[config.mk]
export PLATFORM = sky130hd
export DESIGN_NAME = bcd_stopwatch_ctrl
export DESIGN_NICKNAME = d
export VERILOG_FILES = /design/src/rtl/bcd_stopwatch_ctrl.sv
export SDC_FILE = /design/constraint.sdc
export NUM_CORES = 1
export LEC_CHECK = 0
export CAP_MARGIN = 20
export CORE_UTILIZATION = 42
export DETAILED_ROUTE_END_ITERATION = 8
export PLACE_DENSITY = 0.87
export SYNTH_ARGS = -nofsm -noshare
export SYNTH_HDL_FRONTEND = slang
export SYNTH_SLANG_ARGS = --single-unit
[constraint.sdc]
create_clock -name clk -period 1.4 [get_ports clk]
set_input_delay 0.28 -clock clk [delete_from_list [all_inputs] [get_ports clk]]
set_output_delay 0.28 -clock clk [all_outputs]
set_load 0.01 [all_outputs]
[src/rtl/bcd_stopwatch_ctrl.sv]
// bcd_stopwatch_ctrl
//   Run/pause/clear controller for a cascaded bcd_1digit stopwatch chain.
//   Turns one-cycle button pulses into IDLE/RUN/PAUSE(/HALT) states, derives
//   the chain count tick from a DIV-cycle prescaler, and drives a display
//   register that can be frozen for lap times.
//
//   Optional feature macro: STOPWATCH_AUTO_STOP_EN
//     defined   : reaching all nines halts the watch (HALT state, display
//                 saturated at all nines, only btn_clr leaves HALT).
//     undefined : the chain wraps to zero, ovf is set, counting continues.
//
// Ports
//   clk, rst     clock, synchronous active-high reset
//   btn_ss       start/stop pulse
//   btn_lap      lap pulse
//   btn_clr      clear pulse
//   digits       chain value, digit 0 in [3:0]
//   cnt_en       count tick to the chain enable
//   cnt_clr      one-cycle chain clear pulse (one cycle after the clear edge)
//   disp         display value
//   running      high in RUN
//   lap_active   display frozen
//   ovf          sticky overflow flag
module bcd_stopwatch_ctrl #(
  parameter int N_DIGITS = 4,
  parameter int DIV      = 10
) (
  input  logic                  clk,
  input  logic                  rst,
  input  logic                  btn_ss,
  input  logic                  btn_lap,
  input  logic                  btn_clr,
  input  logic [4*N_DIGITS-1:0] digits,
  output logic                  cnt_en,
  output logic                  cnt_clr,
  output logic [4*N_DIGITS-1:0] disp,
  output logic                  running,
  output logic                  lap_active,
  output logic                  ovf
);

  localparam int PW = (DIV > 2) ? $clog2(DIV) : 1;
  localparam logic [PW-1:0] PRE_MAX = PW'(DIV - 1);

`ifdef STOPWATCH_AUTO_STOP_EN
  typedef enum logic [1:0] {IDLE, RUN, PAUSE, HALT} state_t;
  localparam logic [4*N_DIGITS-1:0] ALL9 = {N_DIGITS{4'h9}};
`else
  typedef enum logic [1:0] {IDLE, RUN, PAUSE} state_t;
`endif

  state_t        state, state_nxt;
  logic [PW-1:0] pre;
  logic          lap_nxt, tick, ovf_set, pre_adv, all9, clr_q;

  always_comb begin
    all9 = 1'b1;
    for (int i = 0; i < N_DIGITS; i++)
      if (digits[4*i +: 4] != 4'd9) all9 = 1'b0;
  end

  always_comb begin
    state_nxt = state;
    lap_nxt   = lap_active;
    tick      = 1'b0;
    ovf_set   = 1'b0;
    if (btn_clr) begin
      state_nxt = IDLE;
      lap_nxt   = 1'b0;
    end else begin
      if (btn_ss) begin
        case (state)
          IDLE, PAUSE: state_nxt = RUN;
          RUN:         state_nxt = PAUSE;
          default:     state_nxt = state;  // HALT ignores start/stop
        endcase
      end else if (btn_lap) begin
        lap_nxt = (state == RUN) ? !lap_active : 1'b0;
      end
      // Tick decision; a pause in the same cycle swallows the tick.
      if (!btn_ss && state == RUN && pre == PRE_MAX) begin
`ifdef STOPWATCH_AUTO_STOP_EN
        if (all9) begin
          state_nxt = HALT;
          ovf_set   = 1'b1;
        end else begin
          tick = 1'b1;
        end
`else
        tick    = 1'b1;
        ovf_set = all9;
`endif
      end
    end
    // Prescaler only advances while staying in RUN, so a pause keeps the
    // partial period and resume finishes it.
    pre_adv = (state == RUN) && (state_nxt == RUN);
  end

  always_ff @(posedge clk) begin
    if (rst) begin
      state      <= IDLE;
      pre        <= '0;
      cnt_en     <= 1'b0;
      clr_q      <= 1'b0;
      cnt_clr    <= 1'b0;
      disp       <= '0;
      lap_active <= 1'b0;
      ovf        <= 1'b0;
    end else begin
      state      <= state_nxt;
      cnt_en     <= tick;
      clr_q      <= btn_clr;
      cnt_clr    <= clr_q;
      lap_active <= lap_nxt;
      ovf        <= btn_clr ? 1'b0 : (ovf | ovf_set);
      if (btn_clr)      pre <= '0;
      else if (pre_adv) pre <= (pre == PRE_MAX) ? '0 : pre + 1'b1;
`ifdef STOPWATCH_AUTO_STOP_EN
      if (state == HALT)    disp <= ALL9;
      else if (!lap_active) disp <= digits;
`else
      if (!lap_active) disp <= digits;
`endif
    end
  end

  assign running = (state == RUN);

endmodule

# [After elaboration in Yosys (flattened, before gate mapping)]
# Cells that the tools add are included.
[word_totals] latchBits=0 ramBits=0 rom_bits=0 inputBits=21 memories=0 wordCells=40 ff_bits=27
[op_classes] n_div=0 bitwise=2 n_mux=12 addsub=1 multipliers=0 n_eq_ne=8 reduce_logical=9 n_lt_le_gt_ge=0 shifts=0
[ops] operator="$ne 4x4->1 const B" count=4
[ops] operator="$mux 1" count=8
[ops] operator="$add 4x1->4 const B" count=1
[ops] operator="$eq 2x1->1 const B" count=2
[ops] operator="$eq 4x4->1 const B" count=1
[ops] operator="$mux 2" count=2
[ops] operator="$mux 4" count=1
[ops] operator="$pmux 2 s2" count=1
[ops] operator="$reduce_or 2->1" count=2
[ops] operator="$logic_and 1x1->1" count=3
[ops] operator="$eq 2x2->1 const B" count=1
[ops] operator="$logic_not 1->1" count=2
[ops] operator="$logic_not 2->1" count=1
[ops] operator="$reduce_and 2->1" count=1
[ops] operator="$not 1->1" count=1
[ops] operator="$or 1x1->1" count=1

# [Longest topological paths before layout]
# Gate-level depths: netlist of run 1.
[depth] ltp_word=8 depth_mapped=4 ltp_nobuf=3

# [Least setup slack after synthesis of run 1]
# No wires, ideal clock.
[synth_timing] path_type="register to register" startpoint="reg lap_active" endpoint="reg disp[10]" synth_period_minus_slack_ns=1.237 path_stages_with_launch=5 setup_time_ns=0.128 arrival_ns=1.109 slack_ns=0.163 path_cell_list="dfxtp_1 -> buf_2 -> buf_2 -> mux2i_1 -> nor2_1"
[synth_rtl] element="from (decl)" line_no="38" text="output logic lap_active,"
[synth_rtl] element="from (signal assigned)" line_no="115" text="lap_active <= lap_nxt;"
[synth_rtl] element="to (signal assigned)" line_no="123" text="if (!lap_active) disp <= digits;"
[synth_rtl] element="to (decl)" line_no="36" text="output logic [4*N_DIGITS-1:0] disp,"

# [Worst setup path after layout of run 1]
[layout_timing] startpoint="reg state[1]" endpoint="reg pre[3]"
[layout_via] elab_chain_cells=7
[layout_lines] element="from (decl)" line_no="52" text="state_t state, state_nxt;"
[layout_lines] element="from (signal assigned)" line_no="111" text="state <= state_nxt;"
[layout_lines] element="$eq 2x2->1 or $logic_not 2->1 (tied branches)" line_no="72" text="case (state)"
[layout_lines] element="$reduce_or 2->1" line_no="72"
[layout_lines] element="$pmux 2 s2" line_no="72"
[layout_lines] element="$mux 2" line_no="71" text="if (btn_ss) begin"
[layout_lines] element="$mux 2" line_no="67" text="if (btn_clr) begin"
[layout_lines] element="$eq 2x1->1" line_no="97" text="pre_adv = (state == RUN) && (state_nxt == RUN);"
[layout_lines] element="$logic_and 1x1->1 *" line_no="97"
[layout_lines] element="to (signal assigned)" line_no="118" text="else if (pre_adv) pre <= (pre == PRE_MAX) ? '0 : pre + 1'b1;"
[layout_lines] element="to (decl)" line_no="53" text="logic [PW-1:0] pre;"
# Every way passes the cells marked *; elsewhere a longest branch is shown, timed or not.
# A chain may end at the register's enable or synchronous reset.

==> results of run 1 <==
## placed cells by master, fill, tap and decap left out, drive strengths merged, types with 2 or more instances in the layout
cell           count
dfxtp             27
nor2              21
clkdlybuf4s50     20
dlygate4sd2       20
mux2i             17
buf                8
nor2b              5
nand2              4
clkbuf             4
a21oi              3
or4bb              3
o21ai              2
or3                2
## repair_timing
item	in CTS	in global routing
resized for setup	23	8
setup endpoints to repair	21	4
hold buffers	0	0
pin swaps	0	1
## cell families (layout without fill, tap and decap cells)
family                    Yosys count  in the layout  synth area share, %
muxes                              17             17                 16.2
and+or+nand+nor                    43             43                 24.6
DFF                                27             27                 51.4
buffers and inverters               6             54                 2.38
xor gates and xnor gates            1              1                0.832
AOI/OAI and AO/OA                   8              8                 4.64
## power groups by stage
stage	clock (mW)	sequential, mW	combinational (mW)
detailed placement	0	0.831	0.207
global route	0.372	0.817	0.206
global placement	0	0.829	0.203
CTS	0.343	0.813	0.190
finish	0.338	0.813	0.191
floorplan	0	0.844	0.0547
## final cells by class
cell class                 instances  area, µm²
clock buffer                       3       22.5
sequential                        27        543
timing repair buffer              49        444
clock inverter                     1       5.00
multi-input combinational         69        513
fill                             175        709
inverter                           1       3.75
tap                               28       35.0
## worst paths after layout
| check | from | endpoint | slack, ns | cells after the start |
|---|---|---|---|---|
| setup / recovery | state[1] | pre[3] | 0.04 | 4 |
| hold / removal | clr_q | cnt_clr | 0.47 | 1 |
| setup reg to reg | state[1] | pre[3] | 0.04 | 4 |
| hold reg to reg | clr_q | cnt_clr | 0.47 | 1 |
## flip-flops by register name (all words and copies together), names as in the netlist
signal	cells
state	2
cnt_en	1
pre	4
cnt_clr	1
lap_active	1
ovf	1
disp	16
clr_q	1
## worst max-delay path: stages, from the launching register on
cell and delay, ns:
dfxtp_2 0.37, buf_6 0.12, nand4bb_4 0.19, or4b_4 0.48, a31oi_1 0.16
## per-stage QoR
| step | std cells | setup slack, ns | power [mW] | util (%) | hold WS (ns) |
|---|---|---|---|---|---|
| floorplan | 102 | 0.163 | 0.899 | - | 0.375 |
| global placement | 174 | -0.257 | 1.03 | 67.5 | 0.422 |
| detailed placement | 174 | -0.280 | 1.04 | 67.5 | 0.433 |
| CTS | 178 | 0.00962 | 1.35 | 67.7 | 0.470 |
| global route | 178 | -0.0198 | 1.40 | 68.8 | 0.481 |
| finish | 178 | 0.0352 | 1.34 | 68.8 | 0.468 |
## routing by layer
metal	vias to the layer above	track usage, %
li1	451	-
met2	30	28.8
met1	415	21.4
met4	0	5.41
met3	2	5.56
met5	-	0
==> results.sh, run 1 <==
export IMPL_synth_most_common_cell="dfxtp_1"
export IMPL_cp_start_kind="flip-flop"
export IMPL_netlist_area_leader_share_pct=51.4
export IMPL_final_cell_area_mm2=0.00157
export IMPL_worst_setup_path_end_kind="flip-flop"
export IMPL_syn_area_per_cell_um2=10.3
export IMPL_p_sw_mw=0.322
export IMPL_vias=898
export IMPL_setup_tns_ns=0
export IMPL_clk_pin_slew_ns=0.15
export IMPL_swShare_pct=24.0
export IMPL_ys_warn_count=0
export IMPL_antenna_found_initial=0
export IMPL_ir_drop_v=0.000802
export IMPL_drc_errors=0
export IMPL_area_delta_synth_final_pct=48.9
export IMPL_finClkSkew_ns=0.00208
export IMPL_synthDistinctLibCells=25
export IMPL_core_mm2=0.00228
export IMPL_powerDensity_mw_per_mm2=857
export IMPL_wl_met3_um=192
export IMPL_synth_main_ff_cell="dfxtp_1"
export IMPL_setup_viol=0
export IMPL_diodes=0
export IMPL_async_flop_share_pct=0
export IMPL_num_rows=17
export IMPL_postRouteAntennaNets=0
export IMPL_avgViaCountPerCell=5.04
export IMPL_wl_met1_um=983
export IMPL_grt_max_degree=20
export IMPL_clk_latency_ns=0.32
export IMPL_crit_arrival_ns=1.63
export IMPL_fp_dieW_um=52.1
export IMPL_cp_required_ns=1.66
export IMPL_wl_met2_mm=1.07
export IMPL_synth_seq_cells=27
export IMPL_clkPwrFrac_pct=25.2
export IMPL_cts_tree="built"
export IMPL_hp_class="flip-flop to flip-flop"
export IMPL_path_class="flip-flop to flip-flop"
export IMPL_dp_hpwl_mm=1.73
export IMPL_die_area_mm2=0.00271
export IMPL_synth_edf_count=0
export IMPL_p_seq_share_pct=60.6
export IMPL_postPlaceCellArea_mm2=0.00154
export IMPL_worst_path_max_fanout=3
export IMPL_cts_buffers=3
export IMPL_fin_crit_sh_pct=97.5
export IMPL_io_pins=42
export IMPL_drt_initial_drc_count=7
export IMPL_p_int_mw=1.02
export IMPL_htreeDepth=1
export IMPL_min_period_ns=1.36
export IMPL_layout_drive_gt1_share_pct=13.3
export IMPL_rsz0062_at_grt="true"
export IMPL_grt_overflow=0
export IMPL_drv_cap=0
export IMPL_cts_setup_buffers=0
export IMPL_synth_area_top_cells="dfxtp_1 (51%), mux2i_1 (16%), nor2_1 (7.5%)"
export IMPL_die_y_um=52.1
export IMPL_timing_fmax_mhz=733
export IMPL_first_pass_iters=4
export IMPL_grt_total_usage_pct=17.5
export IMPL_cts_num_sinks=27
export IMPL_clockBufferDepth=2
export IMPL_synth_common_cells="dfxtp_1 (27), nor2_1 (21), mux2i_1 (17)"
export IMPL_max_slew_margin_pct=80.9
export IMPL_grt_pass1_vias=827
export IMPL_worstMarginPinSlew_ns=0.287
export IMPL_yosys_area_top_type="dfxtp_1"
export IMPL_hold_viol=0
export IMPL_grt_pass1_wl_mm=3.51
export IMPL_gp_congestion=0.709
export IMPL_top_layer="met4"
export IMPL_leakage_nw=0.627
export IMPL_comb_power_share_pct=14.2
export IMPL_initial_core_util_pct=46.2
export IMPL_maxSlewViolCount=0
export IMPL_syn_inst=102
export IMPL_outcome="complete, no violations"
export IMPL_synthesis_area_mm2=0.00105
export IMPL_port_buffers=41
export IMPL_synth_net_count=123
export IMPL_cts_root_buf="clkbuf_4"
export IMPL_drt_wl_total_mm=2.26
export IMPL_nets=172
export IMPL_synth_seq_area_share_pct=51.4
export IMPL_wl_per_cell_um=12.7
(Power assumes the default switching activity.)
==> run 2, diff against run 1 <==
GPL_TIMING_DRIVEN = 0   (was default)
==> results.sh, run 2 (synthesis results as in run 1) <==
export IMPL_worstMarginPinSlew_ns=0.439
export IMPL_worstHoldStart="btn_ss"
export IMPL_fin_crit_sh_pct=99.0
export IMPL_reg2reg_to="pre[3]"
export IMPL_hold_viol=0
export IMPL_drv_cap=0
export IMPL_fp_dieW_um=52.1
export IMPL_detailedPlace_worstSlack_ns=-0.527
export IMPL_path_class="flip-flop to flip-flop"
export IMPL_most_common_layout_cells="dfxtp_1 (24), nor2_1 (21), dlygate4sd2_1 (21)"
export IMPL_mostFrequentLayoutCell="dfxtp_1"
export IMPL_grt_overflow=0
export IMPL_antenna_found_initial=0
export IMPL_grt_total_usage_pct=20.5
export IMPL_crit_start="state[1]"
export IMPL_gp_congestion=0.703
export IMPL_layout_drive_gt1_share_pct=12.8
export IMPL_p_total_mw=1.34
export IMPL_fillers=196
export IMPL_cts_buffers=3
export IMPL_grt_max_degree=16
export IMPL_leakage_nw=0.614
export IMPL_vias=903
export IMPL_clk_latency_ns=0.33
export IMPL_crit_arrival_ns=1.64
export IMPL_port_buffers=41
export IMPL_core_mm2=0.00228
export IMPL_powerDensity_mw_per_mm2=863
export IMPL_clk_pin_slew_ns=0.15
export IMPL_dp_hpwl_mm=1.82
export IMPL_cts_tree="built"
export IMPL_io_pins=42
export IMPL_drc_errors=0
export IMPL_die_area_mm2=0.00271
export IMPL_first_pass_iters=4
export IMPL_clockBufferDepth=2
export IMPL_hp_class="primary input to flip-flop"
export IMPL_postRouteAntennaNets=0
export IMPL_diodes=0
export IMPL_worst_setup_path_end_kind="flip-flop"
export IMPL_num_rows=17
export IMPL_drt_initial_drc_count=8
export IMPL_cp_required_ns=1.66
export IMPL_avgViaCountPerCell=5.13
export IMPL_top_regs="disp: 16 flops, pre: 4 flops, state: 2 flops"
export IMPL_area_delta_synth_final_pct=47.1
export IMPL_fin_ws_ns=0.0146
export IMPL_finClkSkew_ns=0.00847
export IMPL_worst_path_max_fanout=4
export IMPL_wl_per_cell_um=13.8
export IMPL_top_register="disp"
export IMPL_crit_path_end="pre[3]"
export IMPL_grt_pass1_wl_mm=3.94
export IMPL_die_y_um=52.1
export IMPL_largest_register_ffs=16
export IMPL_nets=170
export IMPL_cts_num_sinks=27
export IMPL_r2r_start="state[1]"
export IMPL_drt_wl_total_mm=2.43
export IMPL_maxSlewViolCount=0
export IMPL_initial_core_util_pct=46.2
export IMPL_grt_pass1_vias=896
export IMPL_setup_tns_ns=0
export IMPL_outcome="complete, no violations"
export IMPL_rsz0062_at_grt="true"
export IMPL_htreeDepth=1
export IMPL_min_period_ns=1.39
export IMPL_rr_worst_depth=3
export IMPL_timing_fmax_mhz=722
export IMPL_ir_drop_v=0.000750
export IMPL_timing_hold_ws_ns=0.383
export IMPL_reg2reg_slack_ns=0.01
export IMPL_cp_start_kind="flip-flop"
export IMPL_max_slew_margin_pct=70.7
export IMPL_cts_root_buf="clkbuf_4"
export IMPL_setup_viol=0
[run 2: stage by stage]
step	cell area [µm²]	std cells	util [%]
global placement	1500	171	65.8
detailed placement	1500	171	65.8
CTS	1520	176	66.6
finish	1550	176	68.0
floorplan	1050	102	-
global route	1550	176	68.0
[run 2: metal layers]
| metal | track usage, % | share of wire, % | routed length (µm) |
|---|---|---|---|
| met1 | 21.9 | 40 | 983 |
| met2 | 36.3 | 51 | 1240 |
| met3 | 5.56 | 6.9 | 168 |
| met4 | 10.4 | 1.6 | 39 |
| met5 | 0 | 0 | 0 |
[run 2: worst min-delay path by stage]
stage / to / slack (ns) / cells past startpoint
2_1_floorplan: state[0] / 0.37 / 1
3_3_place_gp: cnt_clr / 0.42 / 1
3_5_place_dp: cnt_clr / 0.43 / 1
4_1_cts: state[0] / 0.39 / 2
5_1_grt: state[0] / 0.43 / 2
6_report: state[0] / 0.38 / 2
[run 2: critical path, stage by stage, from the launching register on]
cell and delay, ns:
dfxtp_4 0.39, nand4bb_4 0.23, or4b_4 0.50, a31oi_2 0.19
[run 2: repair_timing]
action,in CTS,in global routing
hold buffers,0,0
setup endpoints to repair,24,10
buffers inserted,1,0
pin swaps,3,2
resized for setup,31,10
[run 2: where the power goes]
| part | internal (mW) | switching [mW] | total [mW] |
|---|---|---|---|
| Combinational | 0.106 | 0.0766 | 0.183 |
| Clock | 0.107 | 0.233 | 0.340 |
| Sequential | 0.797 | 0.0165 | 0.813 |
[run 2: area by class of cell]
class	instances	area [µm²]	share of cell area, %
multi-input combinational	69	519	33.5
sequential	27	549	35.5
clock inverter	1	5.00	0.323
inverter	1	3.75	0.243
timing repair buffer	42	387	25.0
tap	28	35.0	2.26
clock buffer	3	22.5	1.46
buffer	5	26.3	1.70
